### config.mk
export PLATFORM = sky130hd
export DESIGN_NAME = mux_serial_subtractor
export DESIGN_NICKNAME = d
export VERILOG_FILES = /design/src/rtl/mux_serial_subtractor.sv
export SDC_FILE = /design/constraint.sdc
export NUM_CORES = 1
export LEC_CHECK = 0
export ABC_AREA = 1
export BUFFER_PORTS_ARGS = -buffer_cell sky130_fd_sc_hd__buf_2
export CORE_AREA = 2 2 55 57
export CTS_CLUSTER_DIAMETER = 150
export DETAILED_ROUTE_END_ITERATION = 12
export DIE_AREA = 0 0 57 59
export GPL_TIMING_DRIVEN = 0
export PLACE_DENSITY_LB_ADDON = 0.05
export SLEW_MARGIN = 25
export SYNTH_ARGS = -nofsm -noshare
export SYNTH_HDL_FRONTEND = slang
export SYNTH_SLANG_ARGS = --single-unit
### constraint.sdc
create_clock -name clk -period 3.7 [get_ports clk]
set_input_delay 0.37 -clock clk [delete_from_list [all_inputs] [get_ports clk]]
set_output_delay 0.37 -clock clk [all_outputs]
set_load 0.02 [all_outputs]
### src/rtl/mux_serial_subtractor.sv
// Bit-serial subtractor, LSB first, using 4:1 muxes for the difference and borrow bits.
// Optional signed-overflow flag (ovf port) is built when SERIAL_SUB_OVF_EN is defined.
module mux_serial_subtractor #(
  parameter int WIDTH = 8
) (
  input  logic             clk,
  input  logic             rst,
  input  logic             start,
  input  logic [WIDTH-1:0] a,
  input  logic [WIDTH-1:0] b,
  output logic             busy,
  output logic             done,
  output logic [WIDTH-1:0] diff,
  output logic             bout
`ifdef SERIAL_SUB_OVF_EN
  ,
  output logic             ovf
`endif
);

  typedef enum logic [1:0] {IDLE, SHIFT, DONE} state_t;

  // The counter must also reach WIDTH itself: the final SHIFT cycle commits the result.
  localparam int CW = $clog2(WIDTH + 1);

  state_t           state;
  logic [WIDTH-1:0] a_q;
  logic [WIDTH-1:0] b_q;
  logic             borrow;
  logic [CW-1:0]    cnt;

  logic             abit;
  logic             bbit;
  logic             dbit;
  logic             bnext;
  logic             accept;
  logic             last;
  logic [WIDTH-1:0] diff_shifted;

  // NOTE: every signal written in always_comb gets a default first, so no latch is inferred.
  always_comb begin
    abit = 1'b0;
    bbit = 1'b0;
    for (int i = 0; i < WIDTH; i++) begin
      if (cnt == CW'(i)) begin
        abit = a_q[i];
        bbit = b_q[i];
      end
    end
  end

  always_comb begin
    dbit  = borrow;
    bnext = borrow;
    case ({bbit, abit})
      2'b00: begin dbit = borrow;  bnext = borrow; end
      2'b01: begin dbit = ~borrow; bnext = 1'b0;   end
      2'b10: begin dbit = ~borrow; bnext = 1'b1;   end
      2'b11: begin dbit = borrow;  bnext = borrow; end
      default: begin dbit = borrow; bnext = borrow; end
    endcase
  end

  generate
    if (WIDTH == 1) begin : g_w1
      assign diff_shifted = dbit;
    end else begin : g_wn
      assign diff_shifted = {dbit, diff[WIDTH-1:1]};
    end
  endgenerate

  assign accept = start && ((state == IDLE) || (state == DONE));
  assign last   = (cnt == CW'(WIDTH));

  // NOTE: sequential state uses non-blocking assignments only, so every register sees pre-edge values.
  always_ff @(posedge clk) begin
    if (rst) begin
      state  <= IDLE;
      a_q    <= '0;
      b_q    <= '0;
      borrow <= 1'b0;
      cnt    <= '0;
      busy   <= 1'b0;
      done   <= 1'b0;
      diff   <= '0;
      bout   <= 1'b0;
`ifdef SERIAL_SUB_OVF_EN
      ovf    <= 1'b0;
`endif
    end else begin
      done <= 1'b0;
      if (accept) begin
        a_q    <= a;
        b_q    <= b;
        borrow <= 1'b0;
        cnt    <= '0;
        diff   <= '0;
        bout   <= 1'b0;
`ifdef SERIAL_SUB_OVF_EN
        ovf    <= 1'b0;
`endif
        busy   <= 1'b1;
        state  <= SHIFT;
      end else begin
        case (state)
          SHIFT: begin
            if (last) begin
              state <= DONE;
              busy  <= 1'b0;
              done  <= 1'b1;
              bout  <= borrow;
`ifdef SERIAL_SUB_OVF_EN
              ovf   <= (a_q[WIDTH-1] != b_q[WIDTH-1]) && (diff[WIDTH-1] != a_q[WIDTH-1]);
`endif
            end else begin
              borrow <= bnext;
              diff   <= diff_shifted;
              cnt    <= cnt + CW'(1);
            end
          end
          DONE:    state <= IDLE;
          default: state <= IDLE;
        endcase
      end
    end
  end

endmodule

==> flow_metrics.env, run 1 <==
export IMPL_status="complete, no violations"
export IMPL_die_area_um2=3360
export IMPL_cts_max_path_buffers=2
export IMPL_total_leakage_power_nw=0.837
export IMPL_wl_mm=3.13
export IMPL_antenna_found_initial=0
export IMPL_drcViolationCount=0
export IMPL_layout_drive_gt1_share=0.204
export IMPL_timing_final_ws_setup_ns=1.51
export IMPL_fmax_mhz=456
export IMPL_synth_compound_area_frac=0.143
export IMPL_crit_start="cnt[1]$_SDFFE_PP0P_"
export IMPL_die_y_um=59
export IMPL_worstMarginPinSlew_ns=0.520
export IMPL_final_common_cell="nand2_1"
export IMPL_area_growth_pct=17.2
export IMPL_seq_area_frac_synth=0.440
export IMPL_finalCritPeriodShare=0.592
export IMPL_core_region_area_um2=2710
export IMPL_synth_nets=238
export IMPL_synth_fa_ha_area_frac=0.0405
export IMPL_cp_start_kind="flop"
export IMPL_rsz0062_at_grt="no"
export IMPL_start_util=0.571
export IMPL_synth_area_per_cell_um2=7.23
export IMPL_period_needed_ns=2.19
export IMPL_postCtsHoldBufs=0
export IMPL_die_width_um=57
export IMPL_vias=1388
export IMPL_worstReg2RegEnd="borrow$_SDFFE_PP0P_"
export IMPL_endpoint="borrow$_SDFFE_PP0P_"
export IMPL_clk_insertion_delay_late_ns=0.33
export IMPL_synthDistinctLibCells=26
export IMPL_cts_setup_buffers=0
export IMPL_rows=19
export IMPL_first_pass_iters=4
export IMPL_portBuffers=29
export IMPL_setup_violations=0
export IMPL_place_area_um2=1730
export IMPL_grt_use_total=0.214
export IMPL_synth_area_top_cells="dfxtp_1, nand2_1, nor2_1"
export IMPL_worstPathArrival_ns=2.43
export IMPL_synth_top_family_by_area="simple AND/OR/NAND/NOR gates"
export IMPL_synthMuxAreaShare=0
export IMPL_final_cells=281
export IMPL_grt_pass1_vias=1260
export IMPL_drv_cap=0
export IMPL_h_tree_depth=2
export IMPL_fin_nets=274
export IMPL_synth_xor_area_share=0.0113
export IMPL_netlist_instances=214
export IMPL_finalSetupTns_ns=0
export IMPL_drt_initial_drc_count=37
export IMPL_antenna_left=0
export IMPL_hold_class="in -> reg"
export IMPL_viasPerCell=4.94
export IMPL_final_cell_mix="nand2_1, dfxtp_1, buf_2"
export IMPL_cts_root_buffer="clkbuf_4"
export IMPL_worstRegToRegCells=16
export IMPL_ios=30
export IMPL_maxSlewViolCount=0
export IMPL_path_clk_slew_ns=0.10
export IMPL_placedCellCount=274
export IMPL_grt_max_degree=11
export IMPL_ir_drop_mv=0.405
export IMPL_hold_violations=0
export IMPL_skew_ns=0.0123
export IMPL_power_density_nw_per_um2=435
export IMPL_grt_remaining_overflow=0
export IMPL_r2r_start="cnt[1]$_SDFFE_PP0P_"
export IMPL_cts_tree="yes"
export IMPL_synth_top_area_cell="dfxtp_1"
export IMPL_slew_headroom=0.653
export IMPL_clock_sinks=34
export IMPL_dp_slack_ns=1.53
export IMPL_holdWs_ns=0.267
export IMPL_ctsResizeCount=0
export IMPL_dpl_hpwl_mm=2.25
export IMPL_yosysWarningCount=0
export IMPL_n_antenna_cell=0
export IMPL_crit_path_end_kind="flop"
export IMPL_wl_per_cell_um=11.1
export IMPL_numCtsBuffers=5
export IMPL_critPathRequiredTime_ns=3.94
export IMPL_synth_simple_gate_area_frac=0.277
export IMPL_grt_pass1_wl_mm=5.43
export IMPL_cp_max_fo=5
export IMPL_synth_seq_cells=34
export IMPL_yosysTopAreaCellShare=0.440
export IMPL_ff2ff_setup_slack_ns=1.51
export IMPL_syn_area_um2=1550
export IMPL_crit_type="reg -> reg"
export IMPL_stdcell_area_um2=1810
export IMPL_gp_congestion=0.823
## area by class of cell
| type | count | area, um2 |
|---|---|---|
| Clock buffer | 6 | 51.3 |
| Fill cell | 276 | 898 |
| Inverter | 24 | 90.1 |
| Sequential cell | 34 | 681 |
| Buffer | 8 | 46.3 |
| Tap cell | 31 | 38.8 |
| Clock inverter | 1 | 30.0 |
| Multi-Input combinational cell | 148 | 729 |
| Timing Repair Buffer | 29 | 145 |
## per-stage QoR
| step | utilization | power, mW |
|---|---|---|
| 6_report | 0.669 | 0.789 |
| 5_1_grt | 0.669 | 0.830 |
| 2_1_floorplan | - | 0.484 |
| 4_1_cts | 0.669 | 0.795 |
| 3_5_place_dp | 0.639 | 0.519 |
| 3_3_place_gp | 0.639 | 0.517 |
## report_power, final
group / switching (mW) / internal [mW] / total (mW)
Clock: 0.121 / 0.157 / 0.278
Combinational: 0.0705 / 0.0436 / 0.114
Sequential: 0.0104 / 0.386 / 0.397
## Yosys cell counts (all sizes together)
| library cell | n |
|---|---|
| a21oi | 21 |
| nor3 | 1 |
| nor2 | 30 |
| a211oi | 4 |
| nand2 | 54 |
| clkbuf | 5 |
| xor2 | 1 |
| nand3 | 12 |
| ha | 5 |
| nand3b | 1 |
| o21a | 1 |
| inv | 24 |
| xnor2 | 1 |
| o21ai | 15 |
| dfxtp | 34 |
| or2 | 2 |
| buf | 3 |
## metal layers
layer | GRT usage | part of all wire | routed length (um) | vias to the layer above
li1 | - | - | - | 750
met1 | 0.278 | 0.49 | 1540 | 595
met2 | 0.333 | 0.43 | 1360 | 34
met3 | 0.0677 | 0.056 | 175 | 9
met4 | 0.0831 | 0.019 | 59 | 0
met5 | 0 | 0 | 0 | -
## worst max-delay path: stages (launching register included)
cell	delay (ns)
dfxtp_1	0.41
inv_1	0.11
ha_1	0.26
nor2_1	0.13
nand3_1	0.07
nand2_1	0.06
nand2_1	0.04
nand2_1	0.05
nand2_1	0.04
nand2_1	0.06
nand2_1	0.05
nand2_1	0.05
nand2_1	0.05
ha_1	0.31
or2_1	0.25
o21ai_1	0.12
a21oi_1	0.05
## kinds of logic (layout without fill, tap and decap cells)
logic type | after synthesis | after routing
AND/OR/NAND/NOR | 100 | 100
AO/OA/AOI/OAI | 41 | 41
flip-flops | 34 | 34
buffers and inverters | 32 | 68
adder cells (fa/ha/maj) | 5 | 5
XOR/XNOR | 2 | 2
## state kept, by name (all words and copies together), names as in the netlist
name    cells
borrow      1
a_q         8
state       2
bout        1
cnt         4
busy        1
diff        8
done        1
b_q         8
## how the worst min path moves through the flow
stage                              from                   to  slack [ns]  cells past startpoint
CTS                                a[7]  a_q[7]$_SDFFE_PP0P_        0.25                      3
global route                       a[5]  a_q[5]$_SDFFE_PP0P_        0.25                      3
floorplan           a_q[4]$_SDFFE_PP0P_  a_q[4]$_SDFFE_PP0P_        0.43                      2
detailed placement    busy$_SDFFE_PP0P_    busy$_SDFFE_PP0P_        0.45                      2
finish                             b[4]  b_q[4]$_SDFFE_PP0P_        0.27                      3
global placement      busy$_SDFFE_PP0P_    busy$_SDFFE_PP0P_        0.45                      2
(Power assumes the default switching activity.)
==> run 2: changes to the inputs <==
- ABC_AREA: 1 -> 0
- CORE_AREA: 2 2 55 57 -> 2 2 59 61
- DIE_AREA: 0 0 57 59 -> 0 0 61 63
- clock period: 3.7 -> 1.84 ns (I/O delays scaled with it)
==> run 2 against run 1 <==
Total power up 87%. Register-to-register slack got worse by 1.9 ns. Setup slack worse by 1.9 ns. Sequential share of layout area shrank 2.0 points. Critical endpoint unchanged. Clock power up 80%. The run now ends with negative setup slack left. Clock skew fell by 0.010 ns. Non-clock buffer count up 8. Highest routed layer unchanged. First-iteration DRC count is 2.7% lower. Largest power group unchanged. Clock-buffer cell count did not move. Largest cell class unchanged.
==> flow_metrics.env, run 2 <==
export IMPL_grt_remaining_overflow=0
export IMPL_final_core_util=0.598
export IMPL_postCtsHoldBufs=0
export IMPL_final_cell_mix="nand2_1, dfxtp_1, buf_2"
export IMPL_synth_area_per_cell_um2=8.38
export IMPL_die_area_um2=3840
export IMPL_swShare=0.266
export IMPL_worstPathArrival_ns=2.51
export IMPL_power_density_nw_per_um2=763
export IMPL_crit_type="reg -> reg"
export IMPL_dpl_hpwl_mm=2.27
export IMPL_start_util=0.459
export IMPL_portBuffers=29
export IMPL_dp_slack_ns=-0.473
export IMPL_finalCritPeriodShare=1.24
export IMPL_drcViolationCount=0
export IMPL_synth_area_top_cells="dfxtp_1, nand2_1, a21oi_1"
export IMPL_p_seq_frac=0.530
export IMPL_violations="negative setup slack"
export IMPL_place_area_um2=1800
export IMPL_cp_top_family="simple AND/OR/NAND/NOR gates"
export IMPL_setup_violations=2
export IMPL_first_pass_iters=5
export IMPL_grt_pass1_vias=1167
export IMPL_total_leakage_power_nw=0.819
export IMPL_maxSlewViolCount=0
export IMPL_viasPerCell=4.86
export IMPL_antenna_left=0
export IMPL_vias=1293
export IMPL_antenna_found_initial=0
export IMPL_core_region_area_um2=3230
export IMPL_clk_insertion_delay_late_ns=0.34
export IMPL_synth_seq_cells=34
export IMPL_synthMuxAreaShare=0.0675
export IMPL_yosysTopAreaCellShare=0.459
export IMPL_synth_compound_area_frac=0.130
export IMPL_gp_congestion=0.781
export IMPL_hold_class="in -> reg"
export IMPL_p_comb_frac=0.131
export IMPL_yosys_top_cells_count="nand2_1, dfxtp_1, a21oi_1"
export IMPL_layout_drive_gt1_share=0.273
export IMPL_clock_sinks=34
export IMPL_stdcell_area_um2=1930
export IMPL_synthArstFlopShare=0
export IMPL_cp_start_kind="flop"
export IMPL_critPathBufInv=1
export IMPL_synth_top_area_cell="dfxtp_1"
export IMPL_drv_cap=0
export IMPL_cp_max_fo=6
export IMPL_crit_chain="inv_4, ha_4, and3b_2, a2111oi_4, nor4_1, o21ai_1, ha_1, or3b_1, mux2i_1, nor2_1"
export IMPL_crit_path_max_incr_delay_ns=0.39
export IMPL_grt_pass1_wl_mm=5.35
export IMPL_synth_fa_ha_area_frac=0.0422
export IMPL_numCtsBuffers=5
export IMPL_p_sw_mw=0.393
export IMPL_syn_area_um2=1480
export IMPL_n_antenna_cell=0
export IMPL_rsz0062_at_grt="yes"
export IMPL_reg_top3="a_q x8, b_q x8, diff x8"
export IMPL_timing_final_ws_setup_ns=-0.439
export IMPL_cts_tree="yes"
export IMPL_p_int_mw=1.08
export IMPL_crit_path_end_kind="flop"
export IMPL_drt_initial_drc_count=36
export IMPL_critPathRequiredTime_ns=2.07
export IMPL_wl_per_cell_um=11.8
export IMPL_synthDistinctLibCells=33
export IMPL_yosysMostFrequentCell="nand2_1"
export IMPL_grt_max_degree=13
export IMPL_period_needed_ns=2.28
export IMPL_cts_max_path_buffers=2
export IMPL_cts_root_buffer="clkbuf_4"
export IMPL_synth_xor_area_share=0.0236
export IMPL_yosysWarningCount=0
export IMPL_area_growth_pct=30.4
export IMPL_holdWs_ns=0.0663
export IMPL_synth_top_family_by_area="simple AND/OR/NAND/NOR gates"
export IMPL_h_tree_depth=2
export IMPL_seq_area_frac_synth=0.459
export IMPL_synth_simple_gate_area_frac=0.233
export IMPL_wl_mm=3.14
export IMPL_die_width_um=61
export IMPL_status="finished, violations left"
export IMPL_synth_edff_count=0
export IMPL_cpMaxStageDelayCell="dfxtp_4"
export IMPL_synth_nets=201
export IMPL_fmax_mhz=439
export IMPL_clkPwrFrac=0.339
export IMPL_die_y_um=63
export IMPL_skew_ns=0.00224
export IMPL_ys_flop_type="dfxtp_1"
export IMPL_grt_use_total=0.186
export IMPL_fillCellCount=319
export IMPL_slew_headroom=0.692
export IMPL_ir_drop_mv=0.579
export IMPL_path_clk_slew_ns=0.11
export IMPL_ios=30
export IMPL_netlist_instances=177
export IMPL_hold_violations=0
export IMPL_rows=21
export IMPL_fin_nets=243
export IMPL_worstMarginPinSlew_ns=0.463
export IMPL_final_common_cell="nand2_1"
-- run 2: cell count changes after synthesis, sizes merged, moves of 3 or more --
cell    previous run  this run
nand2b             0         5
mux2i              0        10
nor2              30        18
nand3             12         1
o21ai             15         2
a211oi             4         0
inv               24         5
nand2             54        40
a21oi             21        24
-- run 2: cell type report --
cell class,count,area (um2),share of cell area
Timing Repair Buffer,36,198,0.102
Clock inverter,2,15.0,0.00777
Sequential cell,34,688,0.356
Clock buffer,6,62.6,0.0324
Buffer,9,65.1,0.0337
Inverter,5,23.8,0.0123
Multi-Input combinational cell,128,823,0.426
Tap cell,46,57.6,0.0298
-- run 2: power by group through the flow --
stage / Clock, mW / Combinational [mW] / Sequential (mW)
finish: 0.500 / 0.194 / 0.782
global route: 0.550 / 0.217 / 0.787
CTS: 0.519 / 0.195 / 0.783
detailed placement: 0 / 0.186 / 0.801
global placement: 0 / 0.180 / 0.800
floorplan: 0 / 0.131 / 0.799
-- run 2: metal layers --
layer  vias up  track usage  wire length [um]
li1        673            -                 -
met1       577        0.246              1460
met2        37        0.286              1480
met3         6       0.0559               157
met4         0       0.0571                46
met5         -            0                 0
-- run 2: worst paths after layout --
check,cells past startpoint,to,slack (ns),from
setup / recovery,10,borrow$_SDFFE_PP0P_,-0.44,cnt[1]$_SDFFE_PP0P_
hold / removal,3,b_q[5]$_SDFFE_PP0P_,0.07,b[5]
setup reg to reg,10,borrow$_SDFFE_PP0P_,-0.44,cnt[1]$_SDFFE_PP0P_
hold reg to reg,2,a_q[3]$_SDFFE_PP0P_,0.46,a_q[3]$_SDFFE_PP0P_
-- run 2: timing repair --
| action | in CTS | in global routing |
|---|---|---|
| setup buffers | 7 | 0 |
| pin swaps | 9 | 0 |
| endpoints found under the setup margin | 2 | 2 |
| gates resized for setup | 3 | 0 |
| gates cloned | 0 | 0 |
-- run 2: worst min-delay path: stages --
cell and delay (ns):
buf_2 0.09, nand2_1 0.04, a21oi_1 0.05
-- run 2: stage by stage --
stage / total power, mW / TNS, ns / instances
2_1_floorplan: 0.931 / -0.391 / 177
3_3_place_gp: 0.980 / -0.603 / 252
3_5_place_dp: 0.986 / -0.668 / 252
4_1_cts: 1.50 / -0.725 / 266
5_1_grt: 1.55 / -1.03 / 266
6_report: 1.48 / -0.707 / 266
-- run 2: cells by family after synthesis --
group,count (synthesis)
and+or+nand+nor,75
AOI/OAI and AO/OA,34
DFF,34
buffers and inverters,15
muxes,10
adders and majority gates,5
xor gates and xnor gates,4
==> run 3: changes to the inputs <==
- MAX_ROUTING_LAYER: default -> met4
- RECOVER_POWER: default -> 100
==> run 3 against run 2 <==
Clock skew is essentially flat. Final cell count increased by 0.38%. The flow still finishes with violations (negative setup slack). Clock-buffer cell count unchanged. Design area shrank 1.1%. Clock power barely moved. Critical endpoint unchanged. Setup slack worse by 0.015 ns. Worst hold slack about the same. Die area stayed put. Wire length barely moved.
==> flow_metrics.env, run 3 (same netlist as run 2, synthesis figures left out) <==
export IMPL_die_area_um2=3840
export IMPL_gp_congestion=0.791
export IMPL_final_cell_mix="nand2_1, dfxtp_1, a21oi_1"
export IMPL_crit_start="cnt[1]$_SDFFE_PP0P_"
export IMPL_fillCellCount=329
export IMPL_p_seq_frac=0.532
export IMPL_n_antenna_cell=0
export IMPL_cp_common_cell="a21oi_1"
export IMPL_wl_per_cell_um=11.8
export IMPL_grt_remaining_overflow=0
export IMPL_clkPwrFrac=0.340
export IMPL_cts_tree="yes"
export IMPL_clk_insertion_delay_late_ns=0.34
export IMPL_final_common_cell="nand2_1"
export IMPL_placedCellCount=252
export IMPL_cpMaxStageDelayCell="dfxtp_4"
export IMPL_critPathRequiredTime_ns=2.07
export IMPL_fin_nets=244
export IMPL_rsz0062_at_grt="yes"
export IMPL_rows=21
export IMPL_cts_max_path_buffers=2
export IMPL_r2r_start="cnt[1]$_SDFFE_PP0P_"
export IMPL_stdcell_area_um2=1910
export IMPL_finalSetupTns_ns=-0.737
export IMPL_maxSlewViolCount=0
export IMPL_power_density_nw_per_um2=770
export IMPL_wl_mm=3.14
export IMPL_first_pass_iters=4
export IMPL_crit_path_end_kind="flop"
export IMPL_setup_violations=2
export IMPL_violations="negative setup slack"
export IMPL_swShare=0.266
export IMPL_h_tree_depth=2
export IMPL_drv_cap=0
export IMPL_layout_drive_gt1_share=0.217
export IMPL_worstPathArrival_ns=2.52
export IMPL_grt_use_total=0.191
export IMPL_core_region_area_um2=3230
export IMPL_timing_final_ws_setup_ns=-0.454
export IMPL_start_util=0.459
export IMPL_dpl_hpwl_mm=2.27
export IMPL_final_core_util=0.592
export IMPL_place_area_um2=1800
export IMPL_hold_violations=0
export IMPL_hold_class="in -> reg"
export IMPL_holdWs_ns=0.0665
export IMPL_postCtsHoldBufs=0
export IMPL_ir_drop_mv=0.594
export IMPL_cp_max_fo=5
export IMPL_critPathBufInv=2
export IMPL_vias=1312
export IMPL_grt_pass1_vias=1167
export IMPL_crit_path_max_incr_delay_ns=0.42
export IMPL_p_int_mw=1.08
export IMPL_clock_sinks=34
export IMPL_viasPerCell=4.91
export IMPL_total_leakage_power_nw=0.770
export IMPL_die_y_um=63
export IMPL_final_cells=267
export IMPL_grt_pass1_wl_mm=5.37
export IMPL_crit_type="reg -> reg"
export IMPL_drcViolationCount=0
export IMPL_drt_initial_drc_count=37
export IMPL_min_from="b[5]"
export IMPL_worstMarginPinSlew_ns=0.443
export IMPL_fmax_mhz=436
export IMPL_cts_root_buffer="clkbuf_4"
export IMPL_finalCritPeriodShare=1.25
export IMPL_p_sw_mw=0.391
export IMPL_path_clk_slew_ns=0.11
export IMPL_numCtsBuffers=5
export IMPL_period_needed_ns=2.29
export IMPL_skew_ns=0.00203
export IMPL_reg_top3="a_q x8, b_q x8, diff x8"
export IMPL_antenna_left=0
export IMPL_p_total_mw=1.47
export IMPL_ios=30
export IMPL_die_width_um=61
export IMPL_crit_chain="inv_4, ha_4, buf_4, a21oi_1, o21ai_0, a21oi_1, o22ai_1, ha_1, or3b_1, mux2i_1, nor2_1"
export IMPL_slew_headroom=0.704
export IMPL_status="finished, violations left"
export IMPL_cp_top_family="compound AO/OA/AOI/OAI gates"
export IMPL_grt_max_degree=13
export IMPL_antenna_found_initial=0
export IMPL_portBuffers=29
export IMPL_p_comb_frac=0.129
export IMPL_cp_start_kind="flop"
export IMPL_area_growth_pct=28.9
export IMPL_dp_slack_ns=-0.473
==> run 3: tightest hold or removal path: cells and delay by family <==
family                 cells  cell delay (ns)
AOI/OAI and AO/OA          1             0.05
and+or+nand+nor            1             0.04
buffers and inverters      1             0.09
==> run 3: power by group through the flow <==
stage / logic, mW / registers (mW) / clock network, mW
global route: 0.213 / 0.787 / 0.550
CTS: 0.195 / 0.783 / 0.519
floorplan: 0.131 / 0.799 / 0
global placement: 0.180 / 0.800 / 0
finish: 0.189 / 0.782 / 0.500
detailed placement: 0.186 / 0.801 / 0
==> run 3: worst paths after layout <==
| check | endpoint | slack, ns | cells after the start |
|---|---|---|---|
| min reg2reg | a_q[3]$_SDFFE_PP0P_ | 0.46 | 2 |
| max | borrow$_SDFFE_PP0P_ | -0.45 | 11 |
| min | b_q[5]$_SDFFE_PP0P_ | 0.07 | 3 |
| max reg2reg | borrow$_SDFFE_PP0P_ | -0.45 | 11 |
==> run 3: area by class of cell <==
cell class	instances	area [um2]	share of cell area
inverters	5	23.8	0.0124
plain buffers	9	57.6	0.0301
clock inverters	2	15.0	0.00785
repair buffers	37	191	0.100
well taps	46	57.6	0.0301
flip-flops and latches	34	688	0.360
clock buffers	6	62.6	0.0327
multi-input cells	128	816	0.427
==> run 3: metal layers <==
metal / up-vias / routed length [um] / track usage
met5: - / 0 / -
met4: 0 / 40 / 0.0571
met3: 6 / 154 / 0.0559
met2: 31 / 1500 / 0.286
met1: 596 / 1440 / 0.247
li1: 679 / - / -
==> run 3: repair_timing <==
| action | CTS | global route |
|---|---|---|
| endpoints found under the setup margin | 2 | 2 |
| pin swaps | 9 | 1 |
| resized for setup | 3 | 0 |
| buffers inserted | 7 | 1 |
